**src/rtl/packet_filter_pkg.sv**
```systemverilog
// Register map, STATUS bit positions and FSM state type shared by the
// host-driven packet transmitter (packet_tx_source) and its buffer.
package packet_filter_pkg;

  localparam logic [7:0] PKT_TX_ADDR_DATA   = 8'h00;
  localparam logic [7:0] PKT_TX_ADDR_LAUNCH = 8'h01;
  localparam logic [7:0] PKT_TX_ADDR_STATUS = 8'h02;

  localparam int unsigned PKT_TX_STAT_BUSY         = 0;
  localparam int unsigned PKT_TX_STAT_OVERFLOW     = 1;
  localparam int unsigned PKT_TX_STAT_EMPTY_LAUNCH = 2;
  localparam int unsigned PKT_TX_STAT_DONE         = 3;
  localparam int unsigned PKT_TX_STAT_COUNT_LSB    = 16;

  typedef enum logic {
    IDLE,
    SEND
  } pkt_tx_state_t;

endpackage

```
**src/rtl/pkt_tx_buffer.sv**
```systemverilog
// Single-packet payload store: synchronous write port, asynchronous indexed
// read port so the current beat is visible in the same cycle as rd_ptr.
module pkt_tx_buffer #(
  parameter int unsigned DATA_WIDTH = 16,
  parameter int unsigned DEPTH      = 64,
  parameter int unsigned ADDR_WIDTH = $clog2(DEPTH)
) (
  input  logic                  clk,
  input  logic                  we,
  input  logic [ADDR_WIDTH-1:0] waddr,
  input  logic [DATA_WIDTH-1:0] wdata,
  input  logic [ADDR_WIDTH-1:0] raddr,
  output logic [DATA_WIDTH-1:0] rdata
);

  logic [DATA_WIDTH-1:0] mem [DEPTH];

  always_ff @(posedge clk) begin
    if (we) begin
      mem[waddr] <= wdata;
    end
  end

  assign rdata = mem[raddr];

endmodule

```
**src/rtl/packet_tx_source.sv**
```systemverilog
// Software-driven AXIS packet source: host fills a buffer over Avalon-MM, then
// launches it as one packet. Optional macro PKT_TX_IRQ_EN drives irq from done.
module packet_tx_source
  import packet_filter_pkg::*;
#(
  parameter int unsigned DATA_WIDTH = 16,
  parameter int unsigned IDX_WIDTH  = 2,
  parameter int unsigned DEPTH      = 64,
  parameter int unsigned CNT_WIDTH  = 7
) (
  input  logic                  clk,
  input  logic                  reset,
  input  logic [31:0]           writedata,
  input  logic                  write,
  input  logic                  chipselect,
  input  logic [7:0]            address,
  input  logic                  read,
  output logic [31:0]           readdata,
  output logic [DATA_WIDTH-1:0] tx_tdata,
  output logic                  tx_tvalid,
  output logic                  tx_tlast,
  output logic [IDX_WIDTH-1:0]  tx_tdest,
  input  logic                  tx_tready,
  output logic                  irq
);

  localparam int unsigned AW = $clog2(DEPTH);

  pkt_tx_state_t        state_q, state_d;
  logic [CNT_WIDTH-1:0] count_q, count_d;
  logic [CNT_WIDTH-1:0] rd_ptr_q, rd_ptr_d;
  logic [AW-1:0]        wr_ptr_q, wr_ptr_d;
  logic [IDX_WIDTH-1:0] dest_q, dest_d;
  logic                 overflow_q, overflow_d;
  logic                 empty_launch_q, empty_launch_d;
  logic                 done_q, done_d;
  logic [31:0]          readdata_q, readdata_d;

  logic                  wr_data, wr_launch, wr_status, rd_en;
  logic                  sending, beat_ok, last_beat;
  logic                  buf_we;
  logic [DATA_WIDTH-1:0] rd_word;
  logic [31:0]           status_word;
  logic [CNT_WIDTH-1:0]  last_idx;
  logic                  unused_wdata;

  assign wr_data   = chipselect && write && (address == PKT_TX_ADDR_DATA);
  assign wr_launch = chipselect && write && (address == PKT_TX_ADDR_LAUNCH);
  assign wr_status = chipselect && write && (address == PKT_TX_ADDR_STATUS);
  assign rd_en     = chipselect && read;

  assign sending   = (state_q == SEND);
  assign beat_ok   = sending && tx_tready;
  assign last_idx  = count_q - CNT_WIDTH'(1);
  assign last_beat = (rd_ptr_q == last_idx);

  assign unused_wdata = ^writedata[31:DATA_WIDTH];

  pkt_tx_buffer #(
    .DATA_WIDTH(DATA_WIDTH),
    .DEPTH     (DEPTH),
    .ADDR_WIDTH(AW)
  ) u_buffer (
    .clk  (clk),
    .we   (buf_we),
    .waddr(wr_ptr_q),
    .wdata(writedata[DATA_WIDTH-1:0]),
    .raddr(rd_ptr_q[AW-1:0]),
    .rdata(rd_word)
  );

  always_comb begin
    status_word                           = '0;
    status_word[PKT_TX_STAT_BUSY]         = sending;
    status_word[PKT_TX_STAT_OVERFLOW]     = overflow_q;
    status_word[PKT_TX_STAT_EMPTY_LAUNCH] = empty_launch_q;
    status_word[PKT_TX_STAT_DONE]         = done_q;
    status_word[PKT_TX_STAT_COUNT_LSB +: CNT_WIDTH] = count_q;
  end

  always_comb begin
    state_d        = state_q;
    count_d        = count_q;
    rd_ptr_d       = rd_ptr_q;
    wr_ptr_d       = wr_ptr_q;
    dest_d         = dest_q;
    overflow_d     = overflow_q;
    empty_launch_d = empty_launch_q;
    done_d         = done_q;
    buf_we         = 1'b0;

    // Clears come first so any flag set later in this block wins.
    if (wr_status) begin
      if (writedata[PKT_TX_STAT_OVERFLOW])     overflow_d     = 1'b0;
      if (writedata[PKT_TX_STAT_EMPTY_LAUNCH]) empty_launch_d = 1'b0;
      if (writedata[PKT_TX_STAT_DONE])         done_d         = 1'b0;
    end

    unique case (state_q)
      IDLE: begin
        if (wr_data) begin
          if (count_q < CNT_WIDTH'(DEPTH)) begin
            buf_we   = 1'b1;
            wr_ptr_d = wr_ptr_q + AW'(1);
            count_d  = count_q + CNT_WIDTH'(1);
          end else begin
            overflow_d = 1'b1;
          end
        end else if (wr_launch) begin
          if (count_q != '0) begin
            dest_d   = writedata[IDX_WIDTH-1:0];
            rd_ptr_d = '0;
            state_d  = SEND;
          end else begin
            empty_launch_d = 1'b1;
          end
        end
      end
      SEND: begin
        if (wr_data || wr_launch) begin
          overflow_d = 1'b1;
        end
        if (beat_ok) begin
          rd_ptr_d = rd_ptr_q + CNT_WIDTH'(1);
          if (last_beat) begin
            state_d  = IDLE;
            count_d  = '0;
            wr_ptr_d = '0;
            done_d   = 1'b1;
          end
        end
      end
    endcase
  end

  always_comb begin
    readdata_d = readdata_q;
    if (rd_en) begin
      readdata_d = (address == PKT_TX_ADDR_STATUS) ? status_word : 32'h0;
    end
  end

  always_ff @(posedge clk) begin
    if (reset) begin
      state_q        <= IDLE;
      count_q        <= '0;
      rd_ptr_q       <= '0;
      wr_ptr_q       <= '0;
      dest_q         <= '0;
      overflow_q     <= 1'b0;
      empty_launch_q <= 1'b0;
      done_q         <= 1'b0;
      readdata_q     <= '0;
    end else begin
      state_q        <= state_d;
      count_q        <= count_d;
      rd_ptr_q       <= rd_ptr_d;
      wr_ptr_q       <= wr_ptr_d;
      dest_q         <= dest_d;
      overflow_q     <= overflow_d;
      empty_launch_q <= empty_launch_d;
      done_q         <= done_d;
      readdata_q     <= readdata_d;
    end
  end

  assign readdata  = readdata_q;
  assign tx_tvalid = sending;
  assign tx_tdata  = sending ? rd_word : '0;
  assign tx_tlast  = sending && last_beat;
  assign tx_tdest  = dest_q;

`ifdef PKT_TX_IRQ_EN
  assign irq = done_q;
`else
  assign irq = 1'b0;
`endif

endmodule

```
**config.mk**
```make
export PLATFORM = sky130hd
export DESIGN_NAME = packet_tx_source
export DESIGN_NICKNAME = d
export VERILOG_FILES = /design/src/rtl/packet_filter_pkg.sv /design/src/rtl/pkt_tx_buffer.sv /design/src/rtl/packet_tx_source.sv
export SDC_FILE = /design/constraint.sdc
export NUM_CORES = 1
export LEC_CHECK = 0
export BUFFER_PORTS_ARGS = -buffer_cell sky130_fd_sc_hd__buf_2
export CORE_MARGIN = 3
export CORE_UTILIZATION = 26
export DETAILED_ROUTE_END_ITERATION = 8
export PLACE_DENSITY = 0.46
export SLEW_MARGIN = 10
export SYNTH_ARGS = -nofsm -noshare
export SYNTH_HDL_FRONTEND = slang
export SYNTH_HIERARCHICAL = 1
export SYNTH_SLANG_ARGS = --single-unit
```
**constraint.sdc**
```tcl
create_clock -name clk -period 4.74 [get_ports clk]
set_input_delay 0.474 -clock clk [delete_from_list [all_inputs] [get_ports clk]]
set_output_delay 0.474 -clock clk [all_outputs]
set_load 0.03 [all_outputs]
```
==> metrics.txt <==
# TYPE chip_impl_metric gauge
chip_impl_info{name="run_status",value="completed"} 1
chip_impl_metric{name="ys.warnings.count",unit=""} 6
chip_impl_metric{name="synthesis.area",unit="um^2"} 41900
chip_impl_info{name="hold_path_end",value="empty_launch_q"} 1
chip_impl_metric{name="finClkSkew",unit="ns"} 0.0197
chip_impl_metric{name="via_count",unit=""} 20558
chip_impl_info{name="crit_path_end_kind",value="output pin"} 1
chip_impl_metric{name="numClockSinks",unit=""} 1061
chip_impl_metric{name="detail_route.drc_violations",unit=""} 0
chip_impl_metric{name="post_cts.repair.setup_buffers",unit=""} 0
chip_impl_metric{name="worstHoldPathCells",unit=""} 4
chip_impl_metric{name="final_design_area_no_fill",unit="um^2"} 48400
chip_impl_metric{name="clkSlewWorstSetupHoldPaths",unit="ns"} 0.06
chip_impl_metric{name="syn-mean-instance-area",unit="um^2"} 20.3
chip_impl_metric{name="ys_seq_area_share",unit="%"} 75.2
chip_impl_metric{name="clk-insertion-delay-late",unit="ns"} 0.70
chip_impl_metric{name="final_cycle_share",unit="%"} 93.6
chip_impl_info{name="cts_tree",value="built"} 1
chip_impl_metric{name="timing.final.crit_period",unit="ns"} 4.44
chip_impl_info{name="clock-root-buffer",value="sky130_fd_sc_hd__clkbuf_16"} 1
chip_impl_metric{name="antenna_violating_nets_post_route",unit=""} 0
chip_impl_info{name="synth_flop_cell",value="sky130_fd_sc_hd__edfxtp_1"} 1
chip_impl_metric{name="detail_route.iter0.violations",unit=""} 1699
chip_impl_metric{name="fin_tns_setup",unit="ns"} 0
chip_impl_metric{name="r2r_setup_slack",unit="ns"} 1.38
chip_impl_info{name="most_area_hungry_cell_type_in_the_yosys_netlist",value="sky130_fd_sc_hd__edfxtp_1"} 1
chip_impl_metric{name="vdd_drop_max",unit="mV"} 0.253
chip_impl_metric{name="drt_pass1_iterations",unit=""} 5
chip_impl_metric{name="slew_violations",unit=""} 0
chip_impl_metric{name="post_synth_num_cell_types",unit=""} 65
chip_impl_info{name="synthTopCellsByCount",value="sky130_fd_sc_hd__edfxtp_1 (1,024), sky130_fd_sc_hd__mux4_2 (220), sky130_fd_sc_hd__nor2_1 (96), sky130_fd_sc_hd__mux2i_1 (87), sky130_fd_sc_hd__nand2_1 (73)"} 1
chip_impl_metric{name="cts_inserted_buffers",unit=""} 106
chip_impl_info{name="path_class",value="reg -> out"} 1
chip_impl_metric{name="yosys_register_bits",unit=""} 1061
chip_impl_metric{name="placedInstanceArea",unit="um^2"} 45100
chip_impl_metric{name="port_buf_inserts",unit=""} 60
chip_impl_metric{name="cp_max_fo",unit=""} 20
chip_impl_metric{name="power-per-cell-area",unit="nW/um^2"} 384
chip_impl_metric{name="routabilityCongestion",unit=""} 0.768
chip_impl_info{name="startpoint_kind_of_the_worst_setup_timing_path",value="register"} 1
chip_impl_metric{name="final_layout_size_suffix_gt1_share",unit="%"} 26.0
chip_impl_info{name="synth_most_common_cell",value="sky130_fd_sc_hd__edfxtp_1"} 1
chip_impl_metric{name="postSynthCellCount",unit=""} 2065
chip_impl_info{name="synth_top_cells_by_area",value="sky130_fd_sc_hd__edfxtp_1 (73%), sky130_fd_sc_hd__mux4_2 (12%), sky130_fd_sc_hd__mux2i_1 (2.1%)"} 1
chip_impl_info{name="worstReg2RegEnd",value="u_buffer/mem[2][9]"} 1
chip_impl_metric{name="die_height",unit="um"} 407
chip_impl_metric{name="via_per_inst",unit=""} 4.58
chip_impl_metric{name="global_route_wire_length_before_repair",unit="um"} 155000
chip_impl_metric{name="global_route.overflow_total",unit=""} 0
chip_impl_metric{name="asyncSetResetFlopFracSynth",unit="%"} 0
chip_impl_metric{name="finalHoldViolations",unit=""} 0
chip_impl_metric{name="area_growth",unit="%"} 15.6
chip_impl_metric{name="number_of_antenna_violations_at_the_first_check_in_global_routing",unit=""} 11
chip_impl_info{name="worstReg2RegStart",value="count_q[6]"} 1
chip_impl_metric{name="worst_ep_required_time",unit="ns"} 4.27
chip_impl_metric{name="top_achievable_clock_speed",unit="GHz"} 0.225
chip_impl_metric{name="total_track_usage",unit="%"} 12.8
chip_impl_info{name="topRoutingLayerUsed",value="met4"} 1
chip_impl_info{name="hold_path_class",value="in -> reg"} 1
chip_impl_metric{name="timing.final.setup_violations",unit=""} 0
chip_impl_metric{name="maximum_number_of_pins_on_one_net_before_global_route_repair",unit=""} 67
chip_impl_metric{name="start_util",unit="%"} 26.3
chip_impl_metric{name="reg2reg_depth",unit=""} 7
chip_impl_metric{name="post_synth_edffs",unit=""} 1024
chip_impl_metric{name="routedWlPerCell",unit="um"} 23.9
chip_impl_metric{name="power.leakage",unit="nW"} 14.5
chip_impl_metric{name="cts.htree.levels",unit=""} 3
chip_impl_metric{name="met3_wirelength",unit="um"} 5880
chip_impl_metric{name="drv_cap",unit=""} 0
chip_impl_metric{name="detail_route.wirelength",unit="um"} 107000
chip_impl_metric{name="dp.final_hpwl",unit="um"} 65100
chip_impl_metric{name="grt_pass1_vias",unit=""} 21343
chip_impl_metric{name="rows",unit=""} 146
chip_impl_metric{name="design.portCount",unit=""} 99
chip_impl_info{name="min-delay-start",value="address[1]"} 1
chip_impl_metric{name="met1_length",unit="um"} 47800
chip_impl_metric{name="clockBufferDepth",unit=""} 3
chip_impl_metric{name="yosys.area.top_type_share",unit="%"} 73.4
chip_impl_metric{name="critPathArrivalTime",unit="ns"} 3.96
chip_impl_metric{name="max_slew.worst_pin.slew",unit="ns"} 0.989
chip_impl_info{name="grt_setup_unrepaired",value="no"} 1
chip_impl_metric{name="core_region_area",unit="um^2"} 159000
chip_impl_metric{name="rel_slew_slack",unit="%"} 33.8
chip_impl_metric{name="dieWidth",unit="um"} 407
chip_impl_metric{name="met2_length",unit="um"} 51100
chip_impl_metric{name="final_net_count",unit=""} 2297
chip_impl_metric{name="die_area",unit="um^2"} 166000
-- worst max-delay path by stage --
stage,end,slack [ns],start
2_1_floorplan,u_buffer/mem[48][0],1.26,tx_tvalid
3_3_place_gp,tx_tdata[3],0.98,rd_ptr_q[0]
3_5_place_dp,tx_tdata[3],1.00,rd_ptr_q[0]
4_1_cts,tx_tdata[3],0.23,rd_ptr_q[0]
5_1_grt,tx_tdata[4],0.15,rd_ptr_q[0]
6_report,tx_tdata[0],0.30,rd_ptr_q[0]
-- critical path, cell delays in order (launching register included) --
cell and delay (ns):
sky130_fd_sc_hd__dfxtp_4 0.51, sky130_fd_sc_hd__buf_4 0.46, sky130_fd_sc_hd__mux4_2 0.55, sky130_fd_sc_hd__nor2b_1 0.14
sky130_fd_sc_hd__a211o_1 0.33, sky130_fd_sc_hd__a31oi_1 0.61, sky130_fd_sc_hd__a311oi_1 0.22, sky130_fd_sc_hd__and2_1 0.23
sky130_fd_sc_hd__buf_2 0.17
-- layout by cell type (no fill, tap or decap), drive strengths merged, types with 28 or more instances in the layout --
| cell | synthesis | layout |
|---|---|---|
| edfxtp | 1024 | 1024 |
| mux4 | 224 | 224 |
| buf | 107 | 193 |
| clkbuf | 35 | 139 |
| nor2 | 98 | 98 |
| mux2i | 87 | 87 |
| nand2 | 74 | 74 |
| a22oi | 51 | 51 |
| clkinv | 0 | 43 |
| dfxtp | 37 | 37 |
| nor2b | 30 | 30 |
| nand3 | 28 | 28 |
-- layout make-up --
cell class	instances	area, um^2
diodes	2	5.00
clock buffers	139	2790
clock inverters	59	524
fillers	15481	111000
inverters	3	11.3
multi-input cells	880	9470
flip-flops and latches	1061	31500
well taps	2146	2690
repair buffers	194	1460
-- routing by layer --
metal,vias to the layer above,GRT usage [%]
met5,-,0
met2,561,20.6
met3,147,2.23
met4,0,2.95
li1,8857,-
met1,10993,18.0
-- power by group --
part	switching, W	total [W]	internal (W)
Sequential	0.00000315	0.0103	0.0103
Combinational	0.000201	0.000223	0.0000224
Clock	0.00351	0.00809	0.00458
-- metrics by stage --
step           worst slack, ns  hold slack (ns)  utilization [%]  power (W)  std cells
6_report                 0.302            0.171             30.4     0.0186       4484
5_1_grt                  0.148            0.160             30.4     0.0192       4482
4_1_cts                  0.233            0.119             30.4     0.0188       4482
2_1_floorplan             1.26            0.432                -     0.0105       2086
3_5_place_dp              1.00            0.459             28.3     0.0107       4283
3_3_place_gp             0.978            0.470             28.3     0.0107       4283
-- logic make-up (layout without fill, tap and decap cells) --
kind of cell	count (synthesis)	after routing	share of synthesized area [%]
flip-flops	1061	1061	75.2
multiplexers	338	338	14.9
AND/OR/NAND/NOR	332	332	4.04
AO/OA/AOI/OAI	160	160	2.82
buffers and inverters	145	395	2.47
XOR/XNOR	23	23	0.481
adder cells (fa/ha/maj)	5	5	0.149
other	1	24	0.00895
-- registers in the layout (all words and copies together) (netlist names) --
register,count
empty_launch_q,1
readdata,11
rd_ptr_q,7
u_buffer/mem,1024
overflow_q,1
tx_tdest,2
wr_ptr_q,6
done_q,1
tx_tvalid,1
count_q,7
-- repair_timing --
action | CTS | global route
hold buffers | 1 | 0
endpoints found under the hold margin | 1 | 0
gates resized for setup | 0 | 0
Power figures use the tool's default switching activity.
